## src/rtl/fetch_stage.sv

```systemverilog
// RV32I fetch stage with IF/ID register, one-entry skid buffer and redirect drop.
// Define FETCH_PERF_CNT_EN to add perf_fetched/perf_dropped counters.
module fetch_stage #(
  parameter logic [31:0] RESET_PC = 32'h0000_0060
) (
  input  logic        clk,
  input  logic        rst,
  output logic [31:0] imem_address,
  output logic        imem_read,
  input  logic [31:0] imem_rdata,
  input  logic        imem_resp,
  input  logic        stall_i,
  input  logic        redirect_i,
  input  logic [31:0] redirect_pc,
  output logic        if_id_valid,
  output logic [31:0] if_id_pc,
  output logic [31:0] if_id_instr,
  output logic [6:0]  if_id_opcode,
  output logic [2:0]  if_id_funct3,
  output logic [6:0]  if_id_funct7
`ifdef FETCH_PERF_CNT_EN
  ,
  output logic [31:0] perf_fetched,
  output logic [31:0] perf_dropped
`endif
);

  typedef enum logic [1:0] {
    FETCH = 2'd0,
    HOLD  = 2'd1,
    DROP  = 2'd2
  } state_e;

  state_e      state_q, state_d;
  logic [31:0] pc_q, pc_d;
  logic [31:0] req_q, req_d;
  logic        vld_q, vld_d;
  logic [31:0] ipc_q, ipc_d;
  logic [31:0] ins_q, ins_d;
  logic [31:0] hpc_q, hpc_d;
  logic [31:0] hins_q, hins_d;
  logic [31:0] pc_inc;

  assign pc_inc = pc_q + 32'd4;

  always_comb begin
    state_d = state_q;
    pc_d    = pc_q;
    req_d   = req_q;
    vld_d   = vld_q;
    ipc_d   = ipc_q;
    ins_d   = ins_q;
    hpc_d   = hpc_q;
    hins_d  = hins_q;
    unique case (state_q)
      FETCH: begin
        if (imem_resp) begin
          if (redirect_i) begin
            pc_d  = redirect_pc;
            req_d = redirect_pc;
            vld_d = 1'b0;
          end else if (!stall_i) begin
            vld_d = 1'b1;
            ipc_d = pc_q;
            ins_d = imem_rdata;
            pc_d  = pc_inc;
            req_d = pc_inc;
          end else begin
            hpc_d   = pc_q;
            hins_d  = imem_rdata;
            state_d = HOLD;
          end
        end else if (redirect_i) begin
          // In-flight request can't be cancelled; keep req until it returns
          pc_d    = redirect_pc;
          vld_d   = 1'b0;
          state_d = DROP;
        end else if (!stall_i) begin
          vld_d = 1'b0;
        end
      end
      DROP: begin
        vld_d = 1'b0;
        if (redirect_i) pc_d = redirect_pc;
        if (imem_resp) begin
          req_d   = redirect_i ? redirect_pc : pc_q;
          state_d = FETCH;
        end
      end
      HOLD: begin
        if (redirect_i) begin
          hpc_d   = 32'd0;
          hins_d  = 32'd0;
          pc_d    = redirect_pc;
          req_d   = redirect_pc;
          vld_d   = 1'b0;
          state_d = FETCH;
        end else if (!stall_i) begin
          vld_d   = 1'b1;
          ipc_d   = hpc_q;
          ins_d   = hins_q;
          pc_d    = pc_inc;
          req_d   = pc_inc;
          state_d = FETCH;
        end
      end
      default: state_d = FETCH;
    endcase
  end

  always_ff @(posedge clk) begin
    if (rst) begin
      state_q <= FETCH;
      pc_q    <= RESET_PC;
      req_q   <= RESET_PC;
      vld_q   <= 1'b0;
      ipc_q   <= 32'd0;
      ins_q   <= 32'd0;
      hpc_q   <= 32'd0;
      hins_q  <= 32'd0;
    end else begin
      state_q <= state_d;
      pc_q    <= pc_d;
      req_q   <= req_d;
      vld_q   <= vld_d;
      ipc_q   <= ipc_d;
      ins_q   <= ins_d;
      hpc_q   <= hpc_d;
      hins_q  <= hins_d;
    end
  end

  assign imem_address = req_q;
  assign imem_read    = ~rst & (state_q != HOLD);
  assign if_id_valid  = vld_q;
  assign if_id_pc     = ipc_q;
  assign if_id_instr  = ins_q;
  assign if_id_opcode = ins_q[6:0];
  assign if_id_funct3 = ins_q[14:12];
  assign if_id_funct7 = ins_q[31:25];

`ifdef FETCH_PERF_CNT_EN
  logic        fetch_evt;
  logic        drop_evt;
  logic [31:0] pf_q, pd_q;

  assign fetch_evt = ~redirect_i & ~stall_i &
    ((state_q == FETCH & imem_resp) | state_q == HOLD);
  assign drop_evt =
    (state_q == FETCH & imem_resp & redirect_i) |
    (state_q == DROP & imem_resp) |
    (state_q == HOLD & redirect_i);

  always_ff @(posedge clk) begin
    if (rst) begin
      pf_q <= 32'd0;
      pd_q <= 32'd0;
    end else begin
      if (fetch_evt) pf_q <= pf_q + 32'd1;
      if (drop_evt)  pd_q <= pd_q + 32'd1;
    end
  end

  assign perf_fetched = pf_q;
  assign perf_dropped = pd_q;
`endif

endmodule

```

## config.mk

```make
export PLATFORM = sky130hd
export DESIGN_NAME = fetch_stage
export DESIGN_NICKNAME = d
export VERILOG_FILES = /design/src/rtl/fetch_stage.sv
export SDC_FILE = /design/constraint.sdc
export NUM_CORES = 1
export LEC_CHECK = 0
export ABC_CLOCK_PERIOD_IN_PS = 5310
export CAP_MARGIN = 20
export CORE_MARGIN = 1
export CORE_UTILIZATION = 40
export CTS_CLUSTER_DIAMETER = 150
export DETAILED_ROUTE_END_ITERATION = 16
export MAX_ROUTING_LAYER = met4
export REMOVE_ABC_BUFFERS = 1
export SLEW_MARGIN = 20
export SYNTH_ARGS = -nofsm -noshare
export SYNTH_HDL_FRONTEND = slang
export SYNTH_SLANG_ARGS = --single-unit
```

## constraint.sdc

```tcl
create_clock -name clk -period 5.31 [get_ports clk]
set_clock_uncertainty 0.1 [all_clocks]
set_input_delay 0.531 -clock clk [delete_from_list [all_inputs] [get_ports clk]]
set_output_delay 0.531 -clock clk [all_outputs]
set_load 0.01 [all_outputs]
```

After elaboration in Yosys (flattened, before gate mapping)
Cells that the tools add are included.
{"block": "totals", "register_bits": 195, "inputBits": 69, "out_inout_bits": 115, "word_cells": 80}
{"block": "op_classes", "addsub": 1, "n_eq_ne": 16, "muxes": 45, "n_bitwise": 2, "n_reduce_logical": 8}
{"op": "two-way mux 32 bit", "n": 25}
{"op": "case mux 32 bit (2 select lines)", "n": 4}
{"op": "case mux 32 bit (3 select lines)", "n": 2}
{"op": "adder 32 x 3 -> 32 bit (second input constant)", "n": 1}
{"op": "!= test 2 bit (second input constant)", "n": 8}
{"op": "two-way mux 2 bit", "n": 7}
{"op": "!= test 3 bit (second input constant)", "n": 4}
{"op": "AND reduction 5 bit", "n": 2}
{"op": "case mux 2 bit (3 select lines)", "n": 1}
{"op": "AND reduction 6 bit", "n": 1}
{"op": "two-way mux 1 bit", "n": 5}
{"op": "!= test 4 bit (second input constant)", "n": 1}
{"op": "case mux 1 bit (3 select lines)", "n": 1}
{"op": "AND reduction 3 bit", "n": 1}
{"op": "nonzero test 3 bit", "n": 1}
{"op": "== test 2 x 1 -> 1 bit (second input constant)", "n": 1}
{"op": "== test 2 bit (second input constant)", "n": 1}
{"op": "zero test 2 bit", "n": 1}
{"op": "!= test 2 x 1 -> 1 bit (second input constant)", "n": 1}
{"op": "AND reduction 2 bit", "n": 1}
{"op": "nonzero test 2 bit", "n": 1}
{"op": "AND 1 bit", "n": 1}
{"op": "inverter 1 bit", "n": 1}

Logic depth before layout (Yosys ltp)
{"block": "depth", "ltp_word": 5, "depth_mapped": 10, "depth_no_buf": 7}

Worst setup path before layout
Ideal clock, no wire load.
{"block": "synth_timing", "path_kind": "reg2out", "startpoint": "register state_q[1]", "endpoint": "output port imem_read", "arrival_time_ps": 1668, "t_required_ps": 4679, "slack_ps": 3011, "stages_incl_launch_ff": 7, "path_buffers": 3, "path_cell_list": "dfxtp_1 inv_1 ha_1 clkbuf_1 clkbuf_1 clkbuf_1 nor2_1"}
{"block": "synth_via", "elab_chain_len": 2}
{"element": "start, declared", "line": "34", "rtl": "state_e state_q, state_d;"}
{"element": "start signal, assigned", "line": "122", "rtl": "state_q <= state_d;"}
{"element": "!= test 2 x 1 -> 1 bit", "line": "134", "rtl": "assign imem_read = ~rst & (state_q != HOLD);"}
{"element": "AND 1 bit", "line": "134"}
{"element": "end, declared", "line": "9", "rtl": "output logic imem_read,"}
Every way passes these cells.

Worst setup path after layout
{"block": "layout_timing", "startpoint": "register pc_q[5]", "endpoint": "register req_q[27], in the netlist imem_address[27]"}
{"block": "layout_via", "elab_chain_len": 5}
{"element": "start, declared", "line": "35", "rtl": "logic [31:0] pc_q, pc_d;"}
{"element": "start signal, assigned", "line": "123", "rtl": "pc_q <= pc_d;"}
{"element": "adder 32 x 3 -> 32 bit (*)", "line": "44", "rtl": "assign pc_inc = pc_q + 32'd4;"}
{"element": "two-way mux 32 bit (*)", "line": "62, 98"}
{"element": "two-way mux 32 bit (*)", "line": "91", "rtl": "if (redirect_i) begin"}
{"element": "two-way mux 32 bit", "line": "57", "rtl": "if (imem_resp) begin"}
{"element": "case mux 32 bit (3 select lines) (*)", "line": "55", "rtl": "unique case (state_q)"}
{"element": "end signal, assigned", "line": "124", "rtl": "req_q <= req_d;"}
{"element": "end, declared", "line": "36", "rtl": "logic [31:0] req_q, req_d;"}
Every way passes the cells marked *; elsewhere a longest branch is shown, timed or not. The select of a mux whose other input is x is not followed.
A chain may end at the register's enable or synchronous reset.

==> results.py <==
metrics = {
    "clocking": {
        "cts_htree_levels": 4,
        "cts.repair.resized": 0,
        "cts_buffers": 17,
        "clk-insertion-delay-late_ps": 440,
        "cts_buffer_depth": 2,
        "ctsHoldBuffers": 0,
        "cts-root-buf": "sky130_fd_sc_hd__clkbuf_16",
        "tritoncts_clock_tree": "built",
        "cts.repair_timing.setup_buffer_count": 0,
        "cts_sink_count": 195,
        "clkSlewWorstSetupHoldPaths_ps": 80,
    },
    "timing": {
        "finalHoldViolCount": 0,
        "max_clock_freq_ghz": 0.324,
        "slew_violations": 0,
        "relSlewSlack": 0.260,
        "layout_worst_path_cycle_share": 0.580,
        "hold-worst-slack_ps": 360,
        "worst_slew_pin_slew_ps": 1100,
        "grt_setup_unrepaired": "no",
        "timing.final.setup_violations": 0,
        "final.setup.worst_slack_ps": 2230,
        "final_period_minus_worst_setup_slack_ps": 3080,
    },
    "cells_and_area": {
        "final_nets": 1383,
        "drive_gt1_frac": 0.0537,
        "flow.area_growth_from_synthesis_pct": 23.3,
        "commonest_cells_after_routing_fill_and_taps_aside": "sky130_fd_sc_hd__dfxtp_1 (195), sky130_fd_sc_hd__nor2_1 (182), sky130_fd_sc_hd__clkdlybuf4s50_1 (181)",
        "fillerInstances": 2395,
        "num_antenna_cells": 0,
        "commonest_non_fill_non_tap_cell_in_the_layout": "sky130_fd_sc_hd__dfxtp_1",
    },
    "worst_setup_path": {
        "crit_path_max_incr_delay_ps": 860,
        "crit_path_cell_trace": "nand4_1 > or4_1 > nor4_1 > mux2_2 > o41ai_1",
        "worstSetupPathType": "flop to flop",
        "worstSetupEndpointType": "flop",
        "setup.worst_path.start_class": "flop",
        "cp_data_required_time_ps": 5540,
        "critical-path-top-delay-family": "simple AND/OR/NAND/NOR gates",
        "critPathMaxFanout": 11,
        "crit_buf_inv": 0,
        "cp_data_arrival_time_ps": 3310,
        "critPathSlowestCell": "sky130_fd_sc_hd__or4_1",
    },
    "routing": {
        "drtPass1Iterations": 6,
        "route.final.wire_length_mm": 29.8,
        "postRouteAntennaNets": 0,
        "initialDrtViolationCount": 919,
        "remaining_drc_errors": 0,
        "viasPerCell": 5.72,
        "met2WireLength_mm": 13.3,
        "num_vias": 9409,
        "length_of_routed_wiring_on_met1_mm": 14.3,
        "met3WireLength_mm": 1.64,
        "routed_wire_length_per_instance_um": 18.1,
        "dr.max_layer_used": "met4",
    },
    "pwr": {
        "vdd_ir_drop_max_mv": 0.191,
        "static-leakage-power_nw": 4.03,
        "power-per-cell-area_nw_per_um2": 311,
    },
    "synth": {
        "post_synth_inst_count": 1234,
        "yosys_warnings": 0,
        "portion_of_the_post_synthesis_area_used_by_sequential_elements": 0.388,
        "yosys.cell_types.count": 75,
        "syn_area_per_cell_sq_um": 8.16,
        "synth-async-reset-ratio": 0,
        "number_of_flops_mapped_to_enable_cells_by_yosys": 0,
        "top_reg_cell_synth": "sky130_fd_sc_hd__dfxtp_1",
        "syn_area_sq_um": 10100,
        "flops_latches_synth": 195,
    },
    "die": {
        "design.portCount": 184,
        "die_w_um": 161,
        "fp.coreArea_sq_um": 24500,
        "rows": 57,
        "fp.dieArea_sq_um": 25800,
        "die_extent_in_y_um": 161,
        "floorplan.initialDensity": 0.411,
    },
    "grt": {
        "grt_start_max_net_pins": 129,
        "antenna_found_initial": 0,
        "grtUsageTotal": 0.237,
        "gr_overflow_total": 0,
        "grt_pass1_wl_mm": 47.6,
        "grt_pass1_vias": 8479,
    },
    "job": {
        "max_cap_violations": 0,
    },
    "place": {
        "port_buffers": 183,
        "dp_worst_setup_slack_ps": 2290,
        "global_placer_s_final_weighted_congestion": 0.882,
        "dp.final_hpwl_mm": 19.3,
    },
    "worst_hold_path": {
        "worst_hold_path_type": "flop to flop",
    },
    "run_status": {
        "outcome": "completed",
    },
}
routing by layer:
metal,GRT usage,up-vias
met2,0.353,317
met5,-,-
li1,-,4623
met4,0.0654,0
met3,0.0341,46
met1,0.333,4423
cells in the mapped netlist (3+ instances only):
| library cell | instances | area (sq um) |
|---|---|---|
| sky130_fd_sc_hd__nor3_1 | 44 | 220 |
| sky130_fd_sc_hd__nor2_1 | 182 | 683 |
| sky130_fd_sc_hd__a21oi_1 | 116 | 581 |
| sky130_fd_sc_hd__o22ai_1 | 3 | 18.8 |
| sky130_fd_sc_hd__a221o_1 | 5 | 50.1 |
| sky130_fd_sc_hd__nor2b_1 | 4 | 25.0 |
| sky130_fd_sc_hd__o21ai_0 | 53 | 265 |
| sky130_fd_sc_hd__clkbuf_1 | 97 | 364 |
| sky130_fd_sc_hd__buf_2 | 7 | 35.0 |
| sky130_fd_sc_hd__nand3_1 | 20 | 100 |
| sky130_fd_sc_hd__dfxtp_1 | 195 | 3900 |
| sky130_fd_sc_hd__o31ai_1 | 4 | 30.0 |
| sky130_fd_sc_hd__or3_1 | 8 | 50.1 |
| sky130_fd_sc_hd__a221oi_1 | 7 | 61.3 |
| sky130_fd_sc_hd__a31o_2 | 4 | 35.0 |
| sky130_fd_sc_hd__o21a_1 | 7 | 52.6 |
| sky130_fd_sc_hd__o211ai_1 | 5 | 37.5 |
| sky130_fd_sc_hd__nand3b_1 | 3 | 22.5 |
| sky130_fd_sc_hd__mux2i_1 | 71 | 711 |
| sky130_fd_sc_hd__a22oi_1 | 11 | 82.6 |
| sky130_fd_sc_hd__buf_1 | 13 | 48.8 |
| sky130_fd_sc_hd__o41ai_1 | 4 | 35.0 |
| sky130_fd_sc_hd__a31oi_1 | 8 | 50.1 |
| sky130_fd_sc_hd__nand4_1 | 14 | 87.6 |
| sky130_fd_sc_hd__nor4b_1 | 4 | 35.0 |
| sky130_fd_sc_hd__and2_1 | 6 | 37.5 |
| sky130_fd_sc_hd__nand2_1 | 44 | 165 |
| sky130_fd_sc_hd__or4_1 | 4 | 30.0 |
| sky130_fd_sc_hd__buf_4 | 26 | 195 |
| sky130_fd_sc_hd__a21o_1 | 3 | 22.5 |
| sky130_fd_sc_hd__and3_1 | 6 | 37.5 |
| sky130_fd_sc_hd__nand2b_1 | 7 | 43.8 |
| sky130_fd_sc_hd__and4_1 | 9 | 78.8 |
| sky130_fd_sc_hd__o31a_1 | 6 | 52.6 |
| sky130_fd_sc_hd__ha_1 | 5 | 62.6 |
| sky130_fd_sc_hd__nor4_1 | 17 | 106 |
| sky130_fd_sc_hd__nor3b_1 | 55 | 413 |
| sky130_fd_sc_hd__xor2_1 | 9 | 78.8 |
| sky130_fd_sc_hd__xnor2_1 | 12 | 105 |
| sky130_fd_sc_hd__inv_1 | 15 | 56.3 |
| sky130_fd_sc_hd__a211oi_1 | 76 | 571 |
sequential cells by signal (all words and copies together) (netlist names):
name,cells
hins_q,32
hpc_q,32
if_id_instr,32
if_id_pc,32
if_id_valid,1
imem_address,32
pc_q,32
state_q,2
metrics by stage:
step	TNS [ps]	instance area, sq um	util	power [mW]	std cells
4_1_cts	0	12400	0.507	3.89	1645
3_3_place_gp	0	11800	0.484	2.61	1614
3_5_place_dp	0	11800	0.484	2.61	1614
5_1_grt	0	12400	0.507	4.05	1645
2_1_floorplan	-541680	9400	-	2.21	1089
6_report	0	12400	0.507	3.86	1645
final timing paths:
check             depth (start not counted)                to  slack [ps]              from
hold / removal                            2  imem_address[10]         360  imem_address[10]
setup reg to reg                          5  imem_address[27]        2230           pc_q[5]
setup / recovery                          5  imem_address[27]        2230           pc_q[5]
hold reg to reg                           2  imem_address[10]         360  imem_address[10]
layout make-up:
cell class                      count  area, sq um  area share
Multi-Input combinational cell    877         5470       0.441
Sequential cell                   195         3900       0.315
Timing Repair Buffer              201         1990       0.160
Clock buffer                       18          429      0.0346
Tap cell                          324          405      0.0327
Clock inverter                     13          145      0.0117
Inverter                           17         63.8     0.00514
kinds of logic after synthesis:
family,after synthesis,share of synthesized area
DFF,195,0.388
AOI/OAI and AO/OA,342,0.221
adders and majority gates,5,0.00622
and+or+nand+nor,436,0.222
buffers and inverters,162,0.0719
xor gates and xnor gates,21,0.0183
muxes,73,0.0729
power by group:
group	internal (mW)	switching, mW	total, mW	leakage (nW)
combinational	0.405	0.488	0.893	2.16
clock	0.662	0.618	1.28	0.274
sequential	1.57	0.119	1.69	1.59
total	2.64	1.22	3.86	4.03
worst min-delay path, delay by kind of cell, from the launching register on:
family | cells | cell delay [ps]
flops | 1 | 320
simple gates | 1 | 50
compound gates | 1 | 50
No activity file was read; power rests on OpenSTA's default activity.
